[src/rtl/icache_loader_if.sv]
`default_nettype none
// ============================================================================
// Module      : icache_loader_if
// Description : Control, byte-stream and RAM write-port bundle for the
//               instruction-RAM boot loader.
// Revision    : 1.0 - initial release
// ============================================================================
interface icache_loader_if #(
    parameter int ADDR_WIDTH = 10,
    parameter int DATA_WIDTH = 32
);
    // load control
    logic                  start;
    logic [ADDR_WIDTH-1:0] base_addr;
    logic [ADDR_WIDTH:0]   word_cnt;
    logic                  abort;

    // byte stream
    logic [7:0]            s_data;
    logic                  s_valid;
    logic                  s_ready;

    // instruction RAM write port
    logic [DATA_WIDTH-1:0] wr_data;
    logic [ADDR_WIDTH-1:0] wr_addr;
    logic                  wr_en;

    // status
    logic                  cpu_hold;
    logic                  busy;
    logic                  done;
    logic                  err;
    logic [15:0]           checksum;

    // the side that requests loads and supplies bytes
    modport master (
        output start, base_addr, word_cnt, abort, s_data, s_valid,
        input  s_ready, wr_data, wr_addr, wr_en,
        input  cpu_hold, busy, done, err, checksum
    );

    // the loader itself
    modport slave (
        input  start, base_addr, word_cnt, abort, s_data, s_valid,
        output s_ready, wr_data, wr_addr, wr_en,
        output cpu_hold, busy, done, err, checksum
    );
endinterface
`default_nettype wire

[src/rtl/icache_loader.sv]
`default_nettype none
// ============================================================================
// Module      : icache_loader
// Description : Boot-time instruction-RAM filler. Packs a valid/ready byte
//               stream little-endian into RAM words, writes them from a
//               programmable base address, keeps the soft CPU in reset until
//               the image is complete and keeps a 16-bit byte checksum.
// Revision    : 1.0 - initial release
// ============================================================================
module icache_loader #(
    parameter int ADDR_WIDTH    = 10,
    parameter int DATA_WIDTH    = 32,
    parameter bit HOLD_AT_RESET = 1'b1
) (
    input  wire logic      wr_clk,
    input  wire logic      wr_rst,
    icache_loader_if.slave bus
);

    // ------------------------------------------------------------------------
    // Constants
    // ------------------------------------------------------------------------
    localparam int c_BPW    = DATA_WIDTH / 8;
    localparam int c_BIDX_W = (c_BPW > 1) ? $clog2(c_BPW) : 1;

    localparam logic [c_BIDX_W-1:0]   c_LAST_LANE = c_BIDX_W'(c_BPW - 1);
    localparam logic [c_BIDX_W-1:0]   c_LANE_ONE  = c_BIDX_W'(1);
    localparam logic [ADDR_WIDTH:0]   c_CNT_ONE   = (ADDR_WIDTH+1)'(1);
    // largest legal word count: the whole RAM
    localparam logic [ADDR_WIDTH:0]   c_MAX_CNT   = {1'b1, {ADDR_WIDTH{1'b0}}};

    typedef enum logic [1:0] {
        S_IDLE  = 2'd0,
        S_LOAD  = 2'd1,
        S_FLUSH = 2'd2,
        S_DONE  = 2'd3
    } state_t;

    // ------------------------------------------------------------------------
    // State and registered outputs
    // ------------------------------------------------------------------------
    state_t                r_state;
    logic [ADDR_WIDTH-1:0] r_base;
    logic [ADDR_WIDTH:0]   r_cnt;
    logic [ADDR_WIDTH:0]   r_word_idx;
    logic [c_BIDX_W-1:0]   r_byte_idx;
    logic [DATA_WIDTH-1:0] r_asm;

    logic                  r_s_ready;
    logic [DATA_WIDTH-1:0] r_wr_data;
    logic [ADDR_WIDTH-1:0] r_wr_addr;
    logic                  r_wr_en;
    logic                  r_cpu_hold;
    logic                  r_busy;
    logic                  r_done;
    logic                  r_err;
    logic [15:0]           r_checksum;

    // ------------------------------------------------------------------------
    // Combinational helpers
    // ------------------------------------------------------------------------
    logic                  w_accept;
    logic                  w_cnt_bad;
    logic                  w_last_lane;
    logic                  w_last_word;
    logic [DATA_WIDTH-1:0] w_word;
    logic [ADDR_WIDTH-1:0] w_word_addr;

    assign w_accept    = bus.s_valid && r_s_ready;
    assign w_cnt_bad   = (bus.word_cnt == '0) || (bus.word_cnt > c_MAX_CNT);
    assign w_last_lane = (r_byte_idx == c_LAST_LANE);
    assign w_last_word = (r_word_idx == (r_cnt - c_CNT_ONE));
    // word index is truncated so the RAM address wraps at the top of memory
    assign w_word_addr = r_base + r_word_idx[ADDR_WIDTH-1:0];

    // Completed word: lower lanes from the assembly register, top lane is the
    // byte arriving now, so the word can be registered without a bubble.
    always_comb begin
        w_word                    = r_asm;
        w_word[DATA_WIDTH-1 -: 8] = bus.s_data;
    end

    // ------------------------------------------------------------------------
    // Load sequencer: byte packing, RAM writes, CPU hold and status
    // ------------------------------------------------------------------------
    always_ff @(posedge wr_clk) begin
        if (wr_rst) begin
            r_state    <= S_IDLE;
            r_base     <= '0;
            r_cnt      <= '0;
            r_word_idx <= '0;
            r_byte_idx <= '0;
            r_asm      <= '0;
            r_s_ready  <= 1'b0;
            r_wr_data  <= '0;
            r_wr_addr  <= '0;
            r_wr_en    <= 1'b0;
            r_cpu_hold <= HOLD_AT_RESET;
            r_busy     <= 1'b0;
            r_done     <= 1'b0;
            r_err      <= 1'b0;
            r_checksum <= '0;
        end else begin
            // single-cycle strobes
            r_wr_en <= 1'b0;
            r_done  <= 1'b0;

            case (r_state)
                S_IDLE: begin
                    r_s_ready <= 1'b0;
                    if (bus.start) begin
                        if (w_cnt_bad) begin
                            r_err <= 1'b1;
                        end else begin
                            r_base     <= bus.base_addr;
                            r_cnt      <= bus.word_cnt;
                            r_word_idx <= '0;
                            r_byte_idx <= '0;
                            r_checksum <= '0;
                            r_err      <= 1'b0;
                            r_cpu_hold <= 1'b1;
                            r_busy     <= 1'b1;
                            r_s_ready  <= 1'b1;
                            r_state    <= S_LOAD;
                        end
                    end
                end

                S_LOAD: begin
                    if (bus.abort) begin
                        // a byte accepted in this cycle, and any word it
                        // would complete, is dropped
                        r_err     <= 1'b1;
                        r_s_ready <= 1'b0;
                        r_busy    <= 1'b0;
                        r_state   <= S_IDLE;
                    end else if (w_accept) begin
                        r_checksum <= r_checksum + {8'h00, bus.s_data};
                        for (int i = 0; i < c_BPW; i++) begin
                            if (r_byte_idx == c_BIDX_W'(i)) begin
                                r_asm[i*8 +: 8] <= bus.s_data;
                            end
                        end
                        if (w_last_lane) begin
                            r_byte_idx <= '0;
                            r_wr_en    <= 1'b1;
                            r_wr_data  <= w_word;
                            r_wr_addr  <= w_word_addr;
                            r_word_idx <= r_word_idx + c_CNT_ONE;
                            if (w_last_word) begin
                                r_s_ready <= 1'b0;
                                r_state   <= S_FLUSH;
                            end
                        end else begin
                            r_byte_idx <= r_byte_idx + c_LANE_ONE;
                        end
                    end
                end

                S_FLUSH: begin
                    // the final word's write strobe is on the bus this cycle
                    if (bus.abort) begin
                        r_err     <= 1'b1;
                        r_s_ready <= 1'b0;
                        r_busy    <= 1'b0;
                        r_state   <= S_IDLE;
                    end else begin
                        r_done  <= 1'b1;
                        r_state <= S_DONE;
                    end
                end

                S_DONE: begin
                    // release the CPU only after the last RAM write
                    r_cpu_hold <= 1'b0;
                    r_busy     <= 1'b0;
                    r_state    <= S_IDLE;
                end

                default: begin
                    r_s_ready <= 1'b0;
                    r_busy    <= 1'b0;
                    r_state   <= S_IDLE;
                end
            endcase
        end
    end

    // ------------------------------------------------------------------------
    // Output drive
    // ------------------------------------------------------------------------
    assign bus.s_ready  = r_s_ready;
    assign bus.wr_data  = r_wr_data;
    assign bus.wr_addr  = r_wr_addr;
    assign bus.wr_en    = r_wr_en;
    assign bus.cpu_hold = r_cpu_hold;
    assign bus.busy     = r_busy;
    assign bus.done     = r_done;
    assign bus.err      = r_err;
    assign bus.checksum = r_checksum;

endmodule
`default_nettype wire
[src/flat_wrapper.sv]
// flat-port wrapper written by rule: the top's interface ports become plain ports
module icache_loader_flat 
#(
    parameter int ADDR_WIDTH    = 10,
    parameter int DATA_WIDTH    = 32,
    parameter bit HOLD_AT_RESET = 1'b1
)
  (wr_clk, wr_rst, bus_start, bus_base_addr, bus_word_cnt, bus_abort, bus_s_data, bus_s_valid, bus_s_ready, bus_wr_data, bus_wr_addr, bus_wr_en, bus_cpu_hold, bus_busy, bus_done, bus_err, bus_checksum);
  icache_loader_if #(.ADDR_WIDTH(ADDR_WIDTH), .DATA_WIDTH(DATA_WIDTH)) bus_i ();
  input  wire logic wr_clk;
  input  wire logic wr_rst;
  input wire logic [$bits(bus_i.start)-1:0] bus_start;
  input wire logic [$bits(bus_i.base_addr)-1:0] bus_base_addr;
  input wire logic [$bits(bus_i.word_cnt)-1:0] bus_word_cnt;
  input wire logic [$bits(bus_i.abort)-1:0] bus_abort;
  input wire logic [$bits(bus_i.s_data)-1:0] bus_s_data;
  input wire logic [$bits(bus_i.s_valid)-1:0] bus_s_valid;
  output wire logic [$bits(bus_i.s_ready)-1:0] bus_s_ready;
  output wire logic [$bits(bus_i.wr_data)-1:0] bus_wr_data;
  output wire logic [$bits(bus_i.wr_addr)-1:0] bus_wr_addr;
  output wire logic [$bits(bus_i.wr_en)-1:0] bus_wr_en;
  output wire logic [$bits(bus_i.cpu_hold)-1:0] bus_cpu_hold;
  output wire logic [$bits(bus_i.busy)-1:0] bus_busy;
  output wire logic [$bits(bus_i.done)-1:0] bus_done;
  output wire logic [$bits(bus_i.err)-1:0] bus_err;
  output wire logic [$bits(bus_i.checksum)-1:0] bus_checksum;
  assign bus_i.start = bus_start;
  assign bus_i.base_addr = bus_base_addr;
  assign bus_i.word_cnt = bus_word_cnt;
  assign bus_i.abort = bus_abort;
  assign bus_i.s_data = bus_s_data;
  assign bus_i.s_valid = bus_s_valid;
  assign bus_s_ready = bus_i.s_ready;
  assign bus_wr_data = bus_i.wr_data;
  assign bus_wr_addr = bus_i.wr_addr;
  assign bus_wr_en = bus_i.wr_en;
  assign bus_cpu_hold = bus_i.cpu_hold;
  assign bus_busy = bus_i.busy;
  assign bus_done = bus_i.done;
  assign bus_err = bus_i.err;
  assign bus_checksum = bus_i.checksum;
  icache_loader #(.ADDR_WIDTH(ADDR_WIDTH), .DATA_WIDTH(DATA_WIDTH), .HOLD_AT_RESET(HOLD_AT_RESET)) u_core (.wr_clk(wr_clk), .wr_rst(wr_rst), .bus(bus_i));
endmodule
[config.mk]
export PLATFORM = sky130hd
export DESIGN_NAME = icache_loader_flat
export DESIGN_NICKNAME = d
export VERILOG_FILES = /design/src/rtl/icache_loader_if.sv /design/src/rtl/icache_loader.sv /design/src/flat_wrapper.sv
export SDC_FILE = /design/constraint.sdc
export NUM_CORES = 1
export LEC_CHECK = 0
export BUFFER_PORTS_ARGS = -buffer_cell sky130_fd_sc_hd__buf_2
export CAP_MARGIN = 20
export CORE_ASPECT_RATIO = 1.2
export CORE_MARGIN = 2
export CORE_UTILIZATION = 56
export CTS_BUF_LIST = sky130_fd_sc_hd__clkbuf_2 sky130_fd_sc_hd__clkbuf_4 sky130_fd_sc_hd__clkbuf_8
export CTS_CLUSTER_DIAMETER = 150
export DETAILED_ROUTE_END_ITERATION = 16
export GPL_TIMING_DRIVEN = 0
export PLACE_DENSITY = 0.86
export REMOVE_ABC_BUFFERS = 1
export SYNTH_ARGS = -nofsm -noshare
export SYNTH_HDL_FRONTEND = slang
export SYNTH_SLANG_ARGS = --single-unit
export TNS_END_PERCENT = 30
[constraint.sdc]
create_clock -name wr_clk -period 3.87 [get_ports wr_clk]
set_input_delay 0.774 -clock wr_clk [delete_from_list [all_inputs] [get_ports wr_clk]]
set_output_delay 0.774 -clock wr_clk [all_outputs]
set_load 0.03 [all_outputs]
==> results.md, run 1 <==
- CP Capture Type: flop
- Wire length per cell: 14.0 um
- GRT Residual Overflow: 0
- Clock Latency Late Sink: 0.43 ns
- Number of buffers created by CTS: 17
- Maximum VDD drop: 0.000225 V
- Final #Nets: 877
- Final cell count without fillers: 956
- Setup ws final: 0.362 ns
- Initial antenna violation count: 0
- Fill count: 896
- Clk root buf: clkbuf_8
- Syn Inst Count: 735
- Max Root-Sink Buffers: 2
- Unique masters post-synth: 61
- Sw Share: 25.1%
- Detailed Route WL: 13.4 mm
- Lkg Pwr: 2.79 nW
- Die ar.: 11300 um2
- Post-synth EDFFs: 0
- Worst setup skew after layout: 0.0135 ns
- Final setup viols: 0
- Crit path kind: reg2reg
- CTS clock-pin slew for the worst setup and hold paths: 0.07 ns
- Seq cells post-synth: 124
- Inst Count DP: 924
- Post-CTS Resized: 0
- Final core occ: 66.5%
- Startpoint types: flop
- Combinational Power Share: 11.0%
- CTS tree: built
- Post-route ant nets: 0
- Mean Syn Cell Area: 8.01 um2
- RSZ-0062 raised after global routing: false
- DRT Pass-1 Iters: 5
- Pre-CTS setup slack: 0.401 ns
- Die width: 97.6 um
- Final Hold Vio Count: 0
- Pwr dens: 427 nW/um2
- Outcome: completed
- Die H: 116 um
- Max H-tree Level: 4
- First-pass GRT wire length: 22.6 mm
- Cts hold-fix bufs: 0
- Placer Congestion: 0.890
- Share of layout cells above drive strength 1: 18.1%
- Routed via count: 5334
- DRC viols: 0
- Final Power: 0.00294 W
- Register area: 2480 um2
- Reg power frac: 44.9%
- Largest net degree at the start of global routing: 78
- Max Freq: 0.285 GHz
- Pins Over Slew Limit: 0
- Setup TNS: 0 ns
- Initial Utilization: 56.8%
- Via density: 5.58
- Max-cap check violation count: 0
- Async SR Flop Fraction: 0%
- Row count: 41
- Fin crit share: 90.7%
- # diodes: 0
- Sequential area share after synthesis: 42.2%
- Clock network power share: 44.1%
- Multi-input gate area: 3130 um2
- Ys flop type: dfxtp_1
- Min-delay worst type: reg2reg
- I/O Buffers: 97
- Crit path max fanout: 48
- Worst path required time: 4.24 ns
- Dpl hpwl: 9.22 mm
- Warnings, synthesis: 0
- Setup Fix Bufs, Post-CTS: 0
- GR Util All Layers: 24.4%
- Slew at the pin closest to its max-slew limit: 0.963 ns
- Area of the core: 10400 um2
- Vias in the first global route: 4951
- CTS Sinks: 124
- Initial drt markers: 236
- Mapped Area: 5890 um2
- Min Tclk post-route: 3.51 ns
- CP arrival: 3.88 ns
- Max_slew headroom: 35.6%
- NetSw: 0.000738 W
- Io pins: 98
- Area growth syn-to-layout: 17.1%
- Pint: 0.00221 W
power groups by stage:
stage	registers, W	clock network (W)	logic (W)
after detailed placement	0.00135	0	0.000323
final	0.00132	0.00130	0.000323
after CTS	0.00132	0.00131	0.000324
after global routing	0.00133	0.00137	0.000361
after floorplan	0.00136	0	0.000202
after global placement	0.00135	0	0.000312
final timing paths:
path / startpoint / slack, ns / cells past startpoint / endpoint
max: u_core.r_state[1]$_SDFFE_PP0P_ / 0.36 / 9 / u_core.r_word_idx[10]$_SDFFE_PP0P_
min: u_core.bus.wr_data[4]$_SDFFE_PP0P_ / 0.45 / 2 / u_core.bus.wr_data[4]$_SDFFE_PP0P_
max reg2reg: u_core.r_state[1]$_SDFFE_PP0P_ / 0.36 / 9 / u_core.r_word_idx[10]$_SDFFE_PP0P_
min reg2reg: u_core.bus.wr_data[4]$_SDFFE_PP0P_ / 0.45 / 2 / u_core.bus.wr_data[4]$_SDFFE_PP0P_
state kept, by name, summed over array words and instances (netlist names), 10 cells and up:
register	count
u_core.bus.checksum	16
u_core.bus.wr_addr	10
u_core.bus.wr_data	32
u_core.r_asm	24
u_core.r_base	10
u_core.r_cnt	11
u_core.r_word_idx	11
stage by stage:
stage | area, um2 | hold slack, ns
after floorplan | 5700 | 0.426
after detailed placement | 6440 | 0.444
after global placement | 6350 | 0.439
final | 6890 | 0.451
after global routing | 6890 | 0.470
after CTS | 6890 | 0.454
cell type report:
| cell class | instances | area share, % |
|---|---|---|
| Multi-Input combinational cell | 543 | 45.4 |
| Tap cell | 129 | 2.34 |
| Inverter | 26 | 1.42 |
| Sequential cell | 124 | 36.0 |
| Clock buffer | 20 | 3.81 |
| Timing Repair Buffer | 102 | 8.19 |
| Clock inverter | 12 | 2.81 |
layout by cell type, fill, tap and decap left out, types with 7 or more instances in the layout:
master / instances
a21oi_1: 113
buf_2: 96
clkbuf_8: 18
dfxtp_1: 124
ha_1: 27
inv_1: 25
nand2_1: 146
nand3_1: 70
nor2_1: 35
nor3_1: 9
o21ai_0: 7
o21ai_1: 7
xnor2_1: 16
xor2_1: 19
cells by family (layout without fill, tap and decap cells):
family | count (synthesis) | in the layout | share of synthesized area, %
simple gates | 312 | 312 | 24.8
compound gates | 166 | 166 | 16.4
flops | 124 | 124 | 42.2
buf+inv | 68 | 160 | 4.80
xor+xnor | 35 | 35 | 5.21
fa+ha+maj | 29 | 29 | 6.42
mux | 1 | 1 | 0.191
metal layers:
layer / part of all wire (%) / vias to the layer above / wire length, um / GRT usage, %
li1: - / 2690 / - / -
met1: 42 / 2452 / 5590 / 28.2
met3: 5.9 / 15 / 787 / 5.57
met4: 1.2 / 0 / 165 / 8.33
met5: 0 / - / 0 / 0
met2: 51 / 177 / 6850 / 44.7
synthesized netlist by cell type (3+ instances only):
master	instances	share of area, %
nand2_1	147	9.4
nand2b_1	6	0.64
xor2_1	19	2.8
o21ai_1	7	0.60
nor3b_1	6	0.77
xnor2_1	16	2.4
nor2b_1	3	0.32
or4_1	3	0.38
buf_4	3	0.38
clkbuf_1	34	2.2
a211oi_1	3	0.38
dfxtp_1	124	42
nor3_1	10	0.85
nand4_1	6	0.64
and3_1	5	0.53
or2_2	3	0.32
a21oi_1	113	9.6
inv_1	25	1.6
nor2_1	36	2.3
o21ai_0	7	0.60
nand3_1	70	6.0
ha_1	27	5.7
o31ai_1	4	0.51
a31oi_1	4	0.43
worst max-delay path, cell delays in order (launching register included):
cell and delay (ns):
dfxtp_1 0.33, inv_1 0.10, ha_1 0.57, nand2b_1 0.27, nor2_2 0.27, nand2_2 0.54
a211oi_1 0.83, nand3_1 0.25, xor2_1 0.19, nor2_1 0.09
Note: power is estimated with default switching activity, not from simulation.
==> inputs of run 2 (changes only) <==
Settings changed: CAP_MARGIN 20 to unset, REMOVE_ABC_BUFFERS 1 to unset.
==> run 2 against run 1 <==
Clock skew is 0.0033 ns lower. Flip-flop and latch count stayed put. First-iteration DRC count is 22% higher. Register-to-register slack better by 0.69 ns. Via count is 5.4% higher. Final area is 1.1% higher. Die area stayed put. Combinational power is 6.5% higher. Worst hold slack worse by 0.00050 ns. Critical path type is now in2reg. Highest routed layer unchanged.
==> results.md, run 2 (same netlist as run 1, synthesis figures left out) <==
- Area of the core: 10400 um2
- Setup Fix Bufs, Post-CTS: 0
- Initial antenna violation count: 0
- Number of buffers created by CTS: 17
- Initial drt markers: 289
- # diodes: 0
- First-pass GRT wire length: 23.9 mm
- CP delay by family, top: compound AO/OA/AOI/OAI gates
- Pwr dens: 419 nW/um2
- Clk root buf: clkbuf_8
- Commonest non-fill, non-tap cell in the layout: nand2_1
- Io pins: 98
- Max_slew headroom: 45.9%
- RSZ-0062 raised after global routing: false
- Max-cap check violation count: 0
- Final cell count without fillers: 992
- Dpl hpwl: 10.7 mm
- CTS tree: built
- Crit path kind: in2reg
- Die width: 97.6 um
- Largest register FFs: 32
- Worst hold path depth: 2
- Lkg Pwr: 2.81 nW
- Final #Nets: 913
- Setup TNS: 0 ns
- DRT Pass-1 Iters: 5
- Maximum VDD drop: 0.000219 V
- Cts hold-fix bufs: 0
- Max H-tree Level: 4
- Placer Congestion: 0.892
- Share of layout cells above drive strength 1: 17.0%
- Dpl cell area: 6530 um2
- Post-CTS Resized: 0
- CP Capture Type: flop
- Max Root-Sink Buffers: 2
- Fin crit share: 76.2%
- Area growth syn-to-layout: 18.3%
- Cell count of the worst reg-to-reg path: 9
- Worst path required time: 4.26 ns
- Post-route cell area: 6970 um2
- DRC viols: 0
- Post-route ant nets: 0
- Commonest cells after routing, fill and taps aside: nand2_1, dfxtp_1, a21oi_1, buf_2, nand3_1
- Syn_nets: 798
- I/O Buffers: 96
- CTS clock-pin slew for the worst setup and hold paths: 0.07 ns
- Slew at the pin closest to its max-slew limit: 0.807 ns
- Via density: 5.67
- Final core occ: 67.2%
- CTS Sinks: 124
- Detailed Route WL: 14.8 mm
- Pins Over Slew Limit: 0
- Initial Utilization: 56.8%
- Routed via count: 5624
- Startpoint types: primary input
- Die H: 116 um
- CP arrival: 3.34 ns
- Row count: 41
- Outcome: completed
- Min-delay worst type: reg2reg
- Final Hold Vio Count: 0
- CP max stage delay: 0.60 ns
- GR Util All Layers: 26.3%
- Largest net degree at the start of global routing: 17
- Crit path max fanout: 6
- Inst Count DP: 960
- Worst setup skew after layout: 0.0102 ns
- CP max-delay cell: a2111oi_0
- WHS: 0.450 ns
- Min Tclk post-route: 2.95 ns
- Final setup viols: 0
- GRT Residual Overflow: 0
- Vias in the first global route: 5081
- Die ar.: 11300 um2
- Wire length per cell: 14.9 um
- Sequence of cells on the critical path: buf_2 > ha_1 > fa_1 > a21o_1 > a21oi_1 > o21bai_1 > a2111oi_0 > nor3b_1 > a311oi_1 > a41o_1
- CP Depth: 10
- Max Freq: 0.339 GHz
- CP bufs+invs: 1
- Clock Latency Late Sink: 0.45 ns
[run 2: routing by layer]
metal | vias up | part of all wire, % | track usage, % | wire length [um]
li1 | 2772 | - | - | -
met1 | 2597 | 41 | 31.2 | 5990
met2 | 215 | 50 | 45.7 | 7350
met3 | 40 | 6.5 | 5.51 | 966
met4 | 0 | 3.2 | 13.2 | 473
met5 | - | 0 | 0 | 0
[run 2: where the power goes]
group | internal (W) | switching (W) | total (W)
registers | 0.00130 | 0.0000243 | 0.00132
logic | 0.000118 | 0.000226 | 0.000344
clock network | 0.000737 | 0.000515 | 0.00125
[run 2: worst paths after layout]
kind	start	slack, ns	end
max	bus_s_data[0]	0.92	u_core.bus.checksum[10]$_SDFFE_PP0P_
min	u_core.bus.wr_data[2]$_SDFFE_PP0P_	0.45	u_core.bus.wr_data[2]$_SDFFE_PP0P_
max reg2reg	u_core.bus.checksum[0]$_SDFFE_PP0P_	1.05	u_core.bus.checksum[10]$_SDFFE_PP0P_
min reg2reg	u_core.bus.wr_data[2]$_SDFFE_PP0P_	0.45	u_core.bus.wr_data[2]$_SDFFE_PP0P_
[run 2: final cells by class]
class	instances	area, um2
plain buffers	42	185
clock buffers	20	269
clock inverters	12	169
fillers	902	3400
inverters	26	97.6
multi-input cells	543	3120
flip-flops and latches	124	2480
well taps	129	161
repair buffers	96	480
[run 2: worst register-to-register path, delay by kind of cell (launching register included)]
kind,cells,cell delay (ns)
AND/OR/NAND/NOR,1,0.24
flip-flops,1,0.34
adder cells (fa/ha/maj),2,0.63
AO/OA/AOI/OAI,6,1.56
[run 2: metrics by stage]
| stage | total power, W | setup WS (ns) |
|---|---|---|
| finish | 0.00292 | 0.923 |
| global route | 0.00303 | 0.788 |
| CTS | 0.00292 | 0.978 |
| detailed placement | 0.00169 | 0.509 |
| global placement | 0.00168 | 0.552 |
| floorplan | 0.00159 | 0.951 |
